--- config.mk ---
export PLATFORM = sky130hd
export DESIGN_NAME = confused_io_ctrl
export DESIGN_NICKNAME = d
export VERILOG_FILES = /design/src/rtl/confused_io_ctrl.sv
export SDC_FILE = /design/constraint.sdc
export NUM_CORES = 1
export LEC_CHECK = 0
export CORE_MARGIN = 10
export CORE_UTILIZATION = 44
export DETAILED_ROUTE_END_ITERATION = 6
export PLACE_DENSITY = 0.82
export REMOVE_ABC_BUFFERS = 1
export SYNTH_ARGS = -nofsm -noshare
export SYNTH_HDL_FRONTEND = slang
export SYNTH_SLANG_ARGS = --single-unit
--- constraint.sdc ---
create_clock -name clk -period 1.95 [get_ports clk]
set_input_delay 0.39 -clock clk [delete_from_list [all_inputs] [get_ports clk]]
set_output_delay 0.39 -clock clk [all_outputs]
set_load 0.02 [all_outputs]
--- src/rtl/confused_io_ctrl.sv ---
// I/O controller between the ConfusedCore datapath and the off-chip parallel peripheral.
// Optional flash checksum output enabled by `define CONFUSED_FLASH_CKSUM_EN.
module confused_io_ctrl #(
  parameter int DATA_W     = 16,
  parameter int ROM_AW     = 8,
  parameter int FIFO_DEPTH = 4
) (
  input  logic              clk,
  input  logic              reset,
  input  logic              inputReady,
  output logic              inputWaiting,
  input  logic [DATA_W-1:0] parallelIn,
  output logic [DATA_W-1:0] parallelOut,
  output logic              outValid,
  input  logic              flashEnable,
  input  logic              rdReq,
  output logic [DATA_W-1:0] rdData,
  output logic              rdValid,
  input  logic              wrReq,
  input  logic [DATA_W-1:0] wrData,
  output logic              IObusy,
  output logic              romWe,
  output logic [ROM_AW-1:0] romAddr,
  output logic [DATA_W-1:0] romWd,
  output logic              flashDone,
`ifdef CONFUSED_FLASH_CKSUM_EN
  output logic [DATA_W-1:0] flashSum,
`endif
  output logic [1:0]        dbg_state
);

  localparam int PW = (FIFO_DEPTH > 1) ? $clog2(FIFO_DEPTH) : 1;
  localparam int CW = PW + 1;
  localparam logic [CW-1:0]     FULL_CNT = CW'(FIFO_DEPTH);
  localparam logic [ROM_AW-1:0] ROM_LAST = {ROM_AW{1'b1}};

  typedef enum logic [1:0] {
    ST_RUN   = 2'd0,
    ST_FLASH = 2'd1,
    ST_FDONE = 2'd2
  } state_t;

  state_t            r_state;
  state_t            w_next_state;
  logic              r_fe_q;
  logic [DATA_W-1:0] r_mem [FIFO_DEPTH];
  logic [PW-1:0]     r_wr_ptr;
  logic [PW-1:0]     r_rd_ptr;
  logic [CW-1:0]     r_count;
  logic [ROM_AW-1:0] r_rom_addr;
  logic [DATA_W-1:0] r_par_out;
  logic              r_out_valid;

  logic w_empty;
  logic w_full;
  logic w_push;
  logic w_pop;
  logic w_fe_rise;
  logic w_enter_flash;

  assign w_empty       = (r_count == '0);
  assign w_full        = (r_count == FULL_CNT);
  assign w_fe_rise     = flashEnable & ~r_fe_q;
  assign w_enter_flash = (r_state == ST_RUN) & w_fe_rise;

  // Handshakes: a peripheral word transfers on a cycle where inputReady & inputWaiting;
  // a core read completes (and pops) on a cycle where rdValid, otherwise IObusy holds the core.
  always_comb begin
    w_next_state = r_state;
    inputWaiting = 1'b0;
    rdValid      = 1'b0;
    IObusy       = 1'b1;
    romWe        = 1'b0;
    flashDone    = 1'b0;
    w_push       = 1'b0;
    w_pop        = 1'b0;
    case (r_state)
      ST_RUN: begin
        inputWaiting = ~w_full;
        w_push       = inputReady & ~w_full;
        w_pop        = rdReq & ~w_empty;
        rdValid      = w_pop;
        IObusy       = rdReq & w_empty;
        if (w_fe_rise) w_next_state = ST_FLASH;
      end
      ST_FLASH: begin
        inputWaiting = 1'b1;
        romWe        = inputReady;
        if (!flashEnable || (inputReady && (r_rom_addr == ROM_LAST)))
          w_next_state = ST_FDONE;
      end
      ST_FDONE: begin
        flashDone    = 1'b1;
        w_next_state = ST_RUN;
      end
      default: w_next_state = ST_RUN;
    endcase
  end

  always_ff @(posedge clk or negedge reset) begin
    if (!reset) begin
      r_state <= ST_RUN;
      r_fe_q  <= 1'b0;
    end else begin
      r_state <= w_next_state;
      r_fe_q  <= flashEnable;
    end
  end

  // Storage needs no reset: the pointers and count define which entries are live.
  always_ff @(posedge clk) begin
    if (w_push) r_mem[r_wr_ptr] <= parallelIn;
  end

  // Flash entry discards anything queued, including a word arriving that same cycle.
  always_ff @(posedge clk or negedge reset) begin
    if (!reset) begin
      r_wr_ptr <= '0;
      r_rd_ptr <= '0;
      r_count  <= '0;
    end else if (w_enter_flash) begin
      r_wr_ptr <= '0;
      r_rd_ptr <= '0;
      r_count  <= '0;
    end else begin
      if (w_push) r_wr_ptr <= r_wr_ptr + PW'(1);
      if (w_pop)  r_rd_ptr <= r_rd_ptr + PW'(1);
      case ({w_push, w_pop})
        2'b10:   r_count <= r_count + CW'(1);
        2'b01:   r_count <= r_count - CW'(1);
        default: r_count <= r_count;
      endcase
    end
  end

  // Address wraps naturally after the last location.
  always_ff @(posedge clk or negedge reset) begin
    if (!reset) begin
      r_rom_addr <= '0;
    end else if (w_enter_flash) begin
      r_rom_addr <= '0;
    end else if (romWe) begin
      r_rom_addr <= r_rom_addr + ROM_AW'(1);
    end
  end

  always_ff @(posedge clk or negedge reset) begin
    if (!reset) begin
      r_par_out   <= '0;
      r_out_valid <= 1'b0;
    end else begin
      r_out_valid <= wrReq;
      if (wrReq) r_par_out <= wrData;
    end
  end

`ifdef CONFUSED_FLASH_CKSUM_EN
  logic [DATA_W-1:0] r_flash_sum;

  always_ff @(posedge clk or negedge reset) begin
    if (!reset) begin
      r_flash_sum <= '0;
    end else if (w_enter_flash) begin
      r_flash_sum <= '0;
    end else if (romWe) begin
      r_flash_sum <= r_flash_sum + parallelIn;
    end
  end

  assign flashSum = r_flash_sum;
`endif

  assign rdData      = r_mem[r_rd_ptr];
  assign parallelOut = r_par_out;
  assign outValid    = r_out_valid;
  assign romAddr     = r_rom_addr;
  assign romWd       = parallelIn;
  assign dbg_state   = r_state;

endmodule

==> results.sh <==
export IMPL_run_status="finished with violations"
export IMPL_failed_checks="setup timing"
export IMPL_drive_above_1_share_pct=32.9
export IMPL_syn_area_per_cell_sq_um=16.6
export IMPL_synth_edf_count=64
export IMPL_layout_min_cycle_time_ps=2070
export IMPL_leading_cell_type_in_the_layout_fill_and_taps_excluded="sky130_fd_sc_hd__clkdlybuf4s50_1"
export IMPL_cts_hold_buffers=0
export IMPL_clock_fmax_mhz=482
export IMPL_setup_worst_path_start_class="register"
export IMPL_layout_setup_ws_ps=-123
export IMPL_worstSetupStartpoint="r_rd_ptr[0]"
export IMPL_crit_required_ps=1560
export IMPL_routed_via_count=2517
export IMPL_detail_route_drc_violations=0
export IMPL_syn_area_sq_mm=0.00409
export IMPL_final_seq_area_sq_mm=0.00280
export IMPL_commonest_cells_after_routing_fill_and_taps_aside="sky130_fd_sc_hd__clkdlybuf4s50_1, sky130_fd_sc_hd__edfxtp_1, sky130_fd_sc_hd__buf_4"
export IMPL_total_power_uw=6830
export IMPL_maxCapViolations=0
export IMPL_fill_cells=674
export IMPL_cts_buffers=9
export IMPL_die_footprint_sq_mm=0.0136
export IMPL_path_max_fanout=5
export IMPL_place_hpwl_um=6320
export IMPL_cts_tree="done"
export IMPL_nets=425
export IMPL_first_pass_grt_wire_length_um=14300
export IMPL_global_route_usage_total_pct=13.9
export IMPL_post_drt_via_cell_ratio=5.06
export IMPL_final_hold_violation_count=0
export IMPL_final_max_slew_violation_count=0
export IMPL_max_slew_margin_pct=68.4
export IMPL_placement_rows=35
export IMPL_worst_r2r_setup_slack_ps=-70
export IMPL_grt_antenna_before_repair=0
export IMPL_place_area_sq_mm=0.00547
export IMPL_yosysWarningCount=0
export IMPL_asyncSetResetFlopFracSynth_pct=35.4
export IMPL_grt_start_max_net_pins=36
export IMPL_max_vdd_ir_drop_mv=0.611
export IMPL_path_clk_slew_ps=90
export IMPL_powerDensity_mw_per_mm2=1180
export IMPL_postSynthRegisterBits=99
export IMPL_synth_sequential_area_ratio_pct=68.3
export IMPL_wl_per_cell_um=18.7
export IMPL_synth_top_cell_area_share_pct=46.9
export IMPL_hold_class="in2async"
export IMPL_area_delta_synth_final_pct=41.8
export IMPL_timing_critical_path_arrival_ps=1680
export IMPL_worstSkewPairLatency_ps=360
export IMPL_wl_um=9280
export IMPL_first_iter_violations=102
export IMPL_syn_inst=246
export IMPL_grt_setup_unrepaired="yes"
export IMPL_ctsRootBufferMaster="sky130_fd_sc_hd__clkbuf_8"
export IMPL_number_of_diodes_added_for_antenna_fixing=0
export IMPL_core_area_sq_mm=0.00915
export IMPL_die_height_um=116
export IMPL_max_clock_path_buffers=2
export IMPL_die_width_um=116
export IMPL_cts_max_level=3
export IMPL_cts_num_sinks=99
export IMPL_place_gp_congestion=0.813
export IMPL_power_static_leakage_uw=0.00225
export IMPL_finish_instance_area_sq_mm=0.00581
export IMPL_setup_viol=18
export IMPL_initial_core_util_pct=44.7
export IMPL_top_level_ports=102
export IMPL_largest_area_contributor_in_the_synthesized_netlist="sky130_fd_sc_hd__edfxtp_1"
export IMPL_fin_hold_ws_ps=444
export IMPL_crit_path_end_kind="primary output"
export IMPL_min_period_over_period_pct=106
export IMPL_ant_nets=0
export IMPL_yosys_most_used_dff="sky130_fd_sc_hd__edfxtp_1"
export IMPL_fin_skew_ps=7.43
export IMPL_globalRouteOverflowTotal=0
export IMPL_grt_pass1_vias=2763
export IMPL_worst_setup_path_type="reg2out"
export IMPL_yosysUniqueCellTypes=39
export IMPL_synth_top_cells_by_area="sky130_fd_sc_hd__edfxtp_1, sky130_fd_sc_hd__dfrtp_1, sky130_fd_sc_hd__mux4_2"
export IMPL_numPortBuffers=101
export IMPL_dr_pass1_iters=4
export IMPL_multi_input_gate_area_in_the_final_layout_sq_mm=0.00113
export IMPL_worst_slew_pin_transition_ps=475
export IMPL_r2r_start="r_count[0]"
[sequential cells by signal (all words and copies together) (netlist names)]
name / cells
romAddr: 8
parallelOut: 16
r_count: 3
r_wr_ptr: 2
r_mem: 64
r_rd_ptr: 2
dbg_state: 2
outValid: 1
r_fe_q: 1
[cells in the mapped netlist (2+ instances only)]
| master | count |
|---|---|
| sky130_fd_sc_hd__edfxtp_1 | 64 |
| sky130_fd_sc_hd__dfrtp_1 | 35 |
| sky130_fd_sc_hd__buf_4 | 16 |
| sky130_fd_sc_hd__mux2_2 | 16 |
| sky130_fd_sc_hd__mux4_2 | 16 |
| sky130_fd_sc_hd__nor2_1 | 13 |
| sky130_fd_sc_hd__clkbuf_1 | 6 |
| sky130_fd_sc_hd__inv_1 | 6 |
| sky130_fd_sc_hd__nand3_1 | 6 |
| sky130_fd_sc_hd__nor3_1 | 6 |
| sky130_fd_sc_hd__and2_1 | 5 |
| sky130_fd_sc_hd__ha_1 | 5 |
| sky130_fd_sc_hd__nand2_1 | 5 |
| sky130_fd_sc_hd__o21ai_0 | 5 |
| sky130_fd_sc_hd__xnor2_1 | 5 |
| sky130_fd_sc_hd__nand4_1 | 4 |
| sky130_fd_sc_hd__xor2_1 | 4 |
| sky130_fd_sc_hd__a21oi_1 | 2 |
| sky130_fd_sc_hd__and3_1 | 2 |
| sky130_fd_sc_hd__buf_2 | 2 |
| sky130_fd_sc_hd__mux2i_1 | 2 |
| sky130_fd_sc_hd__nand2b_1 | 2 |
| sky130_fd_sc_hd__nor2b_1 | 2 |
| sky130_fd_sc_hd__or3_1 | 2 |
[where the power goes]
group / leakage (uW) / switching (uW) / internal [uW]
Clock: 0.000105 / 713 / 731
Sequential: 0.00102 / 147 / 2550
Combinational: 0.00113 / 1250 / 1440
[per-stage QoR]
stage	cells	util (%)	TNS, ps	setup slack, ps
floorplan	220	-	-254	-129
global placement	474	59.7	-10270	-170
detailed placement	474	59.7	-12170	-200
CTS	497	63.0	-1970	-146
global route	497	63.4	-2440	-182
finish	497	63.4	-1220	-123
[path summary, 6_finish.rpt]
kind / endpoint / cells after the start
worst max register to register: r_count[1] / 5
min in group clk: parallelOut[10] / 1
max in group asynchronous: r_rd_ptr[0] / 2
worst min-delay path: romAddr[0] / 2
worst max-delay path: rdData[11] / 4
worst min register to register: parallelOut[10] / 1
[repair_timing]
| action | 4_1_cts | 5_1_grt |
|---|---|---|
| endpoints found under the setup margin | 23 | 87 |
| pin swaps | 5 | 2 |
| resized for setup | 111 | 22 |
| buffers inserted | 6 | 1 |
| cloned | 1 | 1 |
[critical path, stage by stage (launching register included)]
cell	delay, ps
sky130_fd_sc_hd__dfrtp_2	380
sky130_fd_sc_hd__buf_6	120
sky130_fd_sc_hd__buf_12	120
sky130_fd_sc_hd__mux4_2	540
sky130_fd_sc_hd__buf_6	160
[cell families (layout without fill, tap and decap cells)]
family / after synthesis / after routing / share of synthesized area [%]
fa+ha+maj: 6 / 6 / 2.02
flops: 99 / 99 / 68.3
simple gates: 54 / 54 / 7.06
xor+xnor: 9 / 9 / 1.93
compound gates: 12 / 12 / 2.32
mux: 34 / 34 / 13.7
buf+inv: 32 / 172 / 4.65
[per-layer routing]
metal  wire [um]  global-route usage (%)
met5           0                       0
met4         120                    5.34
met3         810                    5.08
met2        4670                    23.6
met1        3670                    15.6
[area by class of cell]
type                            instances  share of cell area (%)
Inverter                                6                   0.388
Timing Repair Buffer                  150                    25.8
Multi-Input combinational cell        115                    19.4
Clock inverter                          7                    1.70
Sequential cell                        99                    48.2
Clock buffer                            9                    2.13
Tap cell                              111                    2.39
Note: power is estimated with default switching activity, not from simulation.
